<file path="config.mk">
export PLATFORM = sky130hd
export DESIGN_NAME = lfsr_scrambler_par
export DESIGN_NICKNAME = d
export VERILOG_FILES = /design/src/rtl/lfsr_scrambler_par.sv
export SDC_FILE = /design/constraint.sdc
export NUM_CORES = 1
export LEC_CHECK = 0
export ABC_AREA = 1
export CAP_MARGIN = 30
export CORE_ASPECT_RATIO = 1.2
export CORE_UTILIZATION = 54
export DETAILED_ROUTE_END_ITERATION = 10
export PLACE_DENSITY = 0.85
export SYNTH_ARGS = -nofsm -noshare
export SYNTH_HDL_FRONTEND = slang
export SYNTH_SLANG_ARGS = --single-unit
</file>
<file path="constraint.sdc">
create_clock -name Clk -period 2.9 [get_ports Clk]
set_input_delay 0.435 -clock Clk [delete_from_list [all_inputs] [get_ports Clk]]
set_output_delay 0.435 -clock Clk [all_outputs]
set_load 0.01 [all_outputs]
</file>
<file path="src/rtl/lfsr_scrambler_par.sv">
// ---------------------------------------------------------------------------
// lfsr_scrambler_par
//   Parallel LFSR scrambler/descrambler. DATA_W bits per clock pass through
//   a Fibonacci LFSR. The bit-serial recurrence is unrolled combinationally,
//   with bit 0 as the earliest bit in serial time.
//   MODE 0 : additive (frame-synchronous) scramble/descramble
//   MODE 1 : multiplicative (self-synchronising) scramble
//   MODE 2 : multiplicative descramble
//
// Ports
//   Clk          clock
//   Reset        synchronous, active-high reset
//   seed_load    strobe: seed_in -> seed register and LFSR at the next edge
//   seed_in      runtime seed value (LFSR_LEN bits)
//   frame_start  with an accepted word: process that word from the seed register
//   in_valid     input word valid
//   in_ready     block can accept a word this cycle (combinational)
//   in_data      input word (DATA_W bits)
//   out_valid    registered output word valid
//   out_ready    downstream accepts the output word
//   out_data     registered processed word (DATA_W bits)
//   word_cnt     words emitted since Reset / last accepted frame_start
// ---------------------------------------------------------------------------
module lfsr_scrambler_par #(
  parameter int                  DATA_W   = 8,
  parameter int                  LFSR_LEN = 7,
  parameter logic [LFSR_LEN-1:0] POLY     = 7'b1001000,
  parameter logic [LFSR_LEN-1:0] SEED     = 7'h7F,
  parameter int                  MODE     = 0
) (
  input  logic                Clk,
  input  logic                Reset,
  input  logic                seed_load,
  input  logic [LFSR_LEN-1:0] seed_in,
  input  logic                frame_start,
  input  logic                in_valid,
  output logic                in_ready,
  input  logic [DATA_W-1:0]   in_data,
  output logic                out_valid,
  input  logic                out_ready,
  output logic [DATA_W-1:0]   out_data,
  output logic [15:0]         word_cnt
);

  localparam logic [1:0] MODE_SEL  = MODE[1:0];
  localparam logic [1:0] MODE_ADD  = 2'd0;
  localparam logic [1:0] MODE_MSCR = 2'd1;
  localparam logic [1:0] MODE_MDSC = 2'd2;

  logic [LFSR_LEN-1:0] lfsr_r;
  logic [LFSR_LEN-1:0] seed_val_r;
  logic                out_valid_r;
  logic [DATA_W-1:0]   out_data_r;
  logic [15:0]         word_cnt_r;

  logic                in_ready_s;
  logic                accept_s;
  logic                xfer_s;
  logic [LFSR_LEN-1:0] start_state_s;
  logic [LFSR_LEN-1:0] next_state_s;
  logic [DATA_W-1:0]   proc_data_s;

  // Feedback bit: XOR parity of the tapped LFSR stages.
  function automatic logic feedback_bit(input logic [LFSR_LEN-1:0] st);
    return ^(st & POLY);
  endfunction

  // Run the serial recurrence over one word; returns {final_state, word_out}.
  function automatic logic [LFSR_LEN+DATA_W-1:0] scramble_word(
    input logic [LFSR_LEN-1:0] st,
    input logic [DATA_W-1:0]   din
  );
    logic [LFSR_LEN-1:0] s;
    logic [DATA_W-1:0]   o;
    logic                f;
    logic                nb;
    s = st;
    o = '0;
    for (int j = 0; j < DATA_W; j++) begin
      f    = feedback_bit(s);
      o[j] = din[j] ^ f;
      // The bit shifted into the register is what distinguishes the modes.
      case (MODE_SEL)
        MODE_ADD:  nb = f;
        MODE_MSCR: nb = o[j];
        MODE_MDSC: nb = din[j];
        default:   nb = f;
      endcase
      s = {s[LFSR_LEN-2:0], nb};
    end
    return {s, o};
  endfunction

  assign in_ready_s = !out_valid_r || out_ready;
  assign accept_s   = in_valid && in_ready_s;
  assign xfer_s     = out_valid_r && out_ready;

  // Pick the starting state (seed register on frame_start) and process the word.
  always_comb begin
    start_state_s = lfsr_r;
    if (frame_start) begin
      start_state_s = seed_val_r;
    end else begin
      start_state_s = lfsr_r;
    end
    {next_state_s, proc_data_s} = scramble_word(start_state_s, in_data);
  end

  // LFSR and seed register: seed_load overrides the advance of an accepted word.
  always_ff @(posedge Clk) begin
    if (Reset) begin
      lfsr_r     <= SEED;
      seed_val_r <= SEED;
    end else if (seed_load) begin
      lfsr_r     <= seed_in;
      seed_val_r <= seed_in;
    end else if (accept_s) begin
      lfsr_r     <= next_state_s;
    end
  end

  // Single registered output stage; holds while stalled.
  always_ff @(posedge Clk) begin
    if (Reset) begin
      out_valid_r <= 1'b0;
      out_data_r  <= '0;
    end else if (accept_s) begin
      out_valid_r <= 1'b1;
      out_data_r  <= proc_data_s;
    end else if (xfer_s) begin
      out_valid_r <= 1'b0;
    end
  end

  // Emitted-word counter. A frame-start word restarts it at 0 so that it
  // reads 1 once that word has been emitted; an older word leaving in the
  // same cycle belongs to the previous frame.
  always_ff @(posedge Clk) begin
    if (Reset) begin
      word_cnt_r <= 16'd0;
    end else if (accept_s && frame_start) begin
      word_cnt_r <= 16'd0;
    end else if (xfer_s) begin
      word_cnt_r <= word_cnt_r + 16'd1;
    end
  end

  assign in_ready  = in_ready_s;
  assign out_valid = out_valid_r;
  assign out_data  = out_data_r;
  assign word_cnt  = word_cnt_r;

endmodule

</file>
After elaboration in Yosys (flattened, before gate mapping) --
Cells that the tools add are included.
Word-level totals: register bits 39, bits of input ports 21, output and inout bits 26, word-level logic and storage cells 35
Operators by class: $add $sub $neg 1, multiplexer cells 5, bitwise operators 8, reduce and logical (&&, ||, !) cells 16
Operators by type and width (number):
- $reduce_xor A7 Y1 | 8
- $mux W7 | 3
- $add A16 B1 Y16 const B | 1
- $xor A1 B1 Y1 | 8
- $reduce_bool A2 Y1 | 2
- $logic_and A1 B1 Y1 | 3
- $mux W1 | 2
- $reduce_or A2 Y1 | 1
- $logic_not A1 Y1 | 1
- $logic_or A1 B1 Y1 | 1

Depth between registers and ports, before layout --
word-level depth 5, depth in mapped cells 13, gate-level depth less buffers 11

Worst setup path after synthesis --
OpenSTA, ideal clock, no wires.
path type reg-to-reg, start register word_cnt_r[0] (netlist: word_cnt[0]), end register word_cnt_r[14] (netlist: word_cnt[14]), setup time 115 ps, data arrival time 1315 ps, required time 2785 ps, path slack 1470 ps, cell stages (with the launch flop) 9, buffers on the path 0, clock period less this slack 1430 ps, cells stage by stage dfxtp_1 ha_1 nand3_1 nor3_1 nand3_1 nor2_1 nand3_1 nand2_1 nor2_1
Between the ends: cells in the longest elaborated chain, start to end 1
Ends and longest elaborated chain:
- start: declaration | RTL line 54 | logic [15:0] word_cnt_r;
- start signal: assignment | RTL line 144 | word_cnt_r <= word_cnt_r + 16'd1;
- $add A16 B1 Y16 | RTL line 144
No other way between the ends. A chain may end at the register's enable or synchronous reset.

Final worst setup path --
start input port frame_start, end register out_data_r[7] (netlist: out_data[7])
Between the ends: cells in the longest elaborated chain, start to end 4, elaborated cells on any way between the ends 5, those cells by class 1 x mux; 1 x bitwise; 3 x reduce/logical
Ends and longest elaborated chain:
- start: declaration | RTL line 35 | input logic frame_start,
- $mux W7 * | RTL line 101 | if (frame_start) begin
- $reduce_xor A7 Y1 | RTL line 65 | return ^(st & POLY);
- $reduce_xor A7 Y1 * | RTL line 65
- $xor A1 B1 Y1 * | RTL line 81 | o[j] = din[j] ^ f;
- end signal: assignment | RTL line 129 | out_data_r <= proc_data_s;
- end: declaration | RTL line 53 | logic [DATA_W-1:0] out_data_r;
Mark *: on every way between the ends. The rest lies on a longest branch, timed or not.

==> results.json <==
{
  "yosys.area_share.simple": 0.396,
  "drtPass1Iterations": 4,
  "viasPerCell": 4.94,
  "dp_hpwl_um": 3790,
  "grt_max_degree": 20,
  "grtUsageMet3": 0.0530,
  "clock_latency_ns": 0.29,
  "required_ns": 3.10,
  "wl_per_cell_um": 11.4,
  "dieArea_mm2": 0.00418,
  "met2_usage": 0.482,
  "overflow": 0,
  "critPathSlowestCell": "clkdlybuf4s50_1",
  "use_met1": 0.297,
  "dr.first_iter.drc_count": 155,
  "fin_crit_sh": 0.724,
  "fill_cells": 319,
  "post_cts_buffers": 0,
  "cts_hold_buffers": 0,
  "ys_ff_latch": 39,
  "synth_compound_area_frac": 0.112,
  "power_per_cell_area_mw_per_mm2": 474,
  "worstHoldStart": "word_cnt[15]",
  "core_region_area_mm2": 0.00369,
  "yosysSeqAreaShare": 0.369,
  "crit_fanout": 19,
  "syn_to_final_growth_pct": 28.8,
  "drive_above_1_share": 0.0895,
  "antenna_cells": 0,
  "cts.path.max_buffers": 2,
  "fmax_ghz": 0.476,
  "syn_nets": 352,
  "cp.arrival_ns": 2.30,
  "io_buffer_count": 46,
  "h-tree-depth": 2,
  "die_y_um": 70.6,
  "finalWirelength_um": 4910,
  "r2r_slack_ns": 1.31,
  "hold_depth": 2,
  "fin_nets": 401,
  "synthAdderAreaFrac": 0.00591,
  "path_cells": "clkdlybuf4s50_1 > inv_4 > nand2_1 > nand2_2 > nand2_1 > nand2_1 > nand2_1 > nand2_1 > nand2_1 > nand3_1 > nand2_1 > inv_1",
  "rr_endpoint": "word_cnt[14]",
  "drcViolationCount": 0,
  "status": "complete, no violations",
  "p_leak_nw": 1.30,
  "multi_input_area_mm2": 0.00110,
  "maxCapViolCount": 0,
  "clk_pin_slew_worst_paths_ns": 0.08,
  "netlist_area_mm2": 0.00212,
  "start_util": 0.573,
  "max-slew-margin-rel": 0.573,
  "rr_worst_depth": 8,
  "yosys_warnings": 0,
  "synth_mux_area_frac": 0,
  "synth_top_family_by_area": "simple AND/OR/NAND/NOR gates",
  "top_usage_layer": "met2",
  "critPathKind": "in2reg",
  "cts-root-buf": "clkbuf_8",
  "design_area_mm2": 0.00273,
  "crit_path_max_incr_delay_ns": 0.88,
  "antenna_found_initial": 0,
  "seq_area_um2": 781,
  "grt_pass1_wl_um": 8530,
  "cp_num_buf_inv": 3,
  "cpMostUsedCell": "nand2_1",
  "tightest_slew_ns": 0.638,
  "io_pins": 47,
  "setup_tns_ns": 0,
  "clock_skew_ns": 0.00472,
  "synth_xor_xnor_area_share": 0.00827,
  "gp_congestion": 0.902,
  "final_common_cell": "nand2_1",
  "ys_types": 27,
  "rr_startpoint": "word_cnt[1]",
  "drt.antenna.violating_nets": 0,
  "final_max_slew_viol_count": 0,
  "num_vias": 2133,
  "cp-start-kind": "primary input",
  "grtUsageTotal": 0.266,
  "cts_resized": 0,
  "min_path_type": "reg2reg",
  "endpoint_kind": "flop",
  "die_w_um": 59.2,
  "min_to": "word_cnt[15]",
  "num_rows": 24,
  "postPlaceCellArea_mm2": 0.00261,
  "hold_viol_final": 0,
  "layout_common_cells": "107 x nand2_1, 46 x clkdlybuf4s50_1, 43 x inv_1",
  "cts_sinks": 39,
  "post_synth.cell_area_avg_um2": 6.42,
  "critPathTopFamily": "buffers and inverters",
  "min_period_ns": 2.10,
  "cts_tree": "yes",
  "cts_made_buffers": 5,
  "finalSetupViolCount": 0,
  "first_global_vias": 2044,
  "rsz0062_at_grt": "no",
  "peakVddDrop_uv": 324,
  "syn_inst": 330
}
kinds of logic after synthesis:
group | Yosys count
flip-flops | 39
buffers and inverters | 52
AO/OA/AOI/OAI | 44
AND/OR/NAND/NOR | 192
adder cells (fa/ha/maj) | 1
XOR/XNOR | 2
registers in the layout, summed over array words and instances, names as in the netlist:
register and flops:
out_valid 1, lfsr_r 7, out_data 8, word_cnt 16, seed_val_r 7
worst reg2reg max path: stages, from the launching register on:
cell and delay (ns):
dfxtp_1 0.38, ha_1 0.19, nand3_1 0.10, nor3_1 0.21, nand3_1 0.16, nor2_1 0.24, nand3_1 0.10, nand2_1 0.07
nor2_1 0.04
report_power, final:
group	switching [W]	internal, W
sequential	0.0000159	0.000563
clock	0.000191	0.000278
combinational	0.000138	0.000104
total	0.000346	0.000946
worst max path at each step:
stage,start,end,slack [ns],cells after the start
after global placement,frame_start,out_data[4],0.52,12
after detailed placement,frame_start,out_data[4],0.51,12
after CTS,frame_start,out_data[4],0.82,12
final,frame_start,out_data[7],0.80,12
after floorplan,word_cnt[0],word_cnt[14],1.47,8
after global routing,frame_start,out_data[4],0.63,12
stage by stage:
| stage | cells | setup WS (ns) | util | power (W) | hold slack [ns] |
|---|---|---|---|---|---|
| 2_1_floorplan | 330 | 1.47 | - | 0.000744 | 0.450 |
| 3_3_place_gp | 424 | 0.520 | 0.706 | 0.000827 | 0.464 |
| 3_5_place_dp | 424 | 0.513 | 0.706 | 0.000831 | 0.474 |
| 4_1_cts | 432 | 0.819 | 0.738 | 0.00130 | 0.485 |
| 5_1_grt | 432 | 0.635 | 0.738 | 0.00136 | 0.518 |
| 6_report | 432 | 0.800 | 0.738 | 0.00129 | 0.482 |
cell type report:
class,instances,share of cell area
multi-input cells,239,0.405
flip-flops and latches,39,0.286
repair buffers,50,0.180
inverters,44,0.0615
clock buffers,6,0.0303
well taps,52,0.0239
clock inverters,2,0.0128
synthesized netlist by cell type:
library cell	instances	area share
or2_0	1	0.0030
nor3_1	3	0.0071
o21ai_0	14	0.033
inv_4	1	0.0030
nand2_2	14	0.041
buf_2	2	0.0047
or2_1	2	0.0059
nand3_1	22	0.052
xor2_1	2	0.0083
dfxtp_1	39	0.37
nand4_2	1	0.0059
nand4_1	1	0.0030
clkbuf_1	3	0.0053
a21oi_1	21	0.050
o221ai_1	1	0.0041
nand2_4	2	0.011
buf_6	2	0.011
nor2_2	1	0.0030
inv_1	43	0.076
nand3b_1	2	0.0071
o21ai_1	3	0.0071
ha_1	1	0.0059
o211ai_1	5	0.018
buf_12	1	0.0095
nor2_1	33	0.059
nand2_1	107	0.19
or2_2	3	0.0089
metal layers:
metal,part of all wire,up-vias
met2,0.53,49
li1,-,1129
met5,0,-
met1,0.42,946
met3,0.033,9
met4,0.020,0
(Power assumes the default switching activity.)
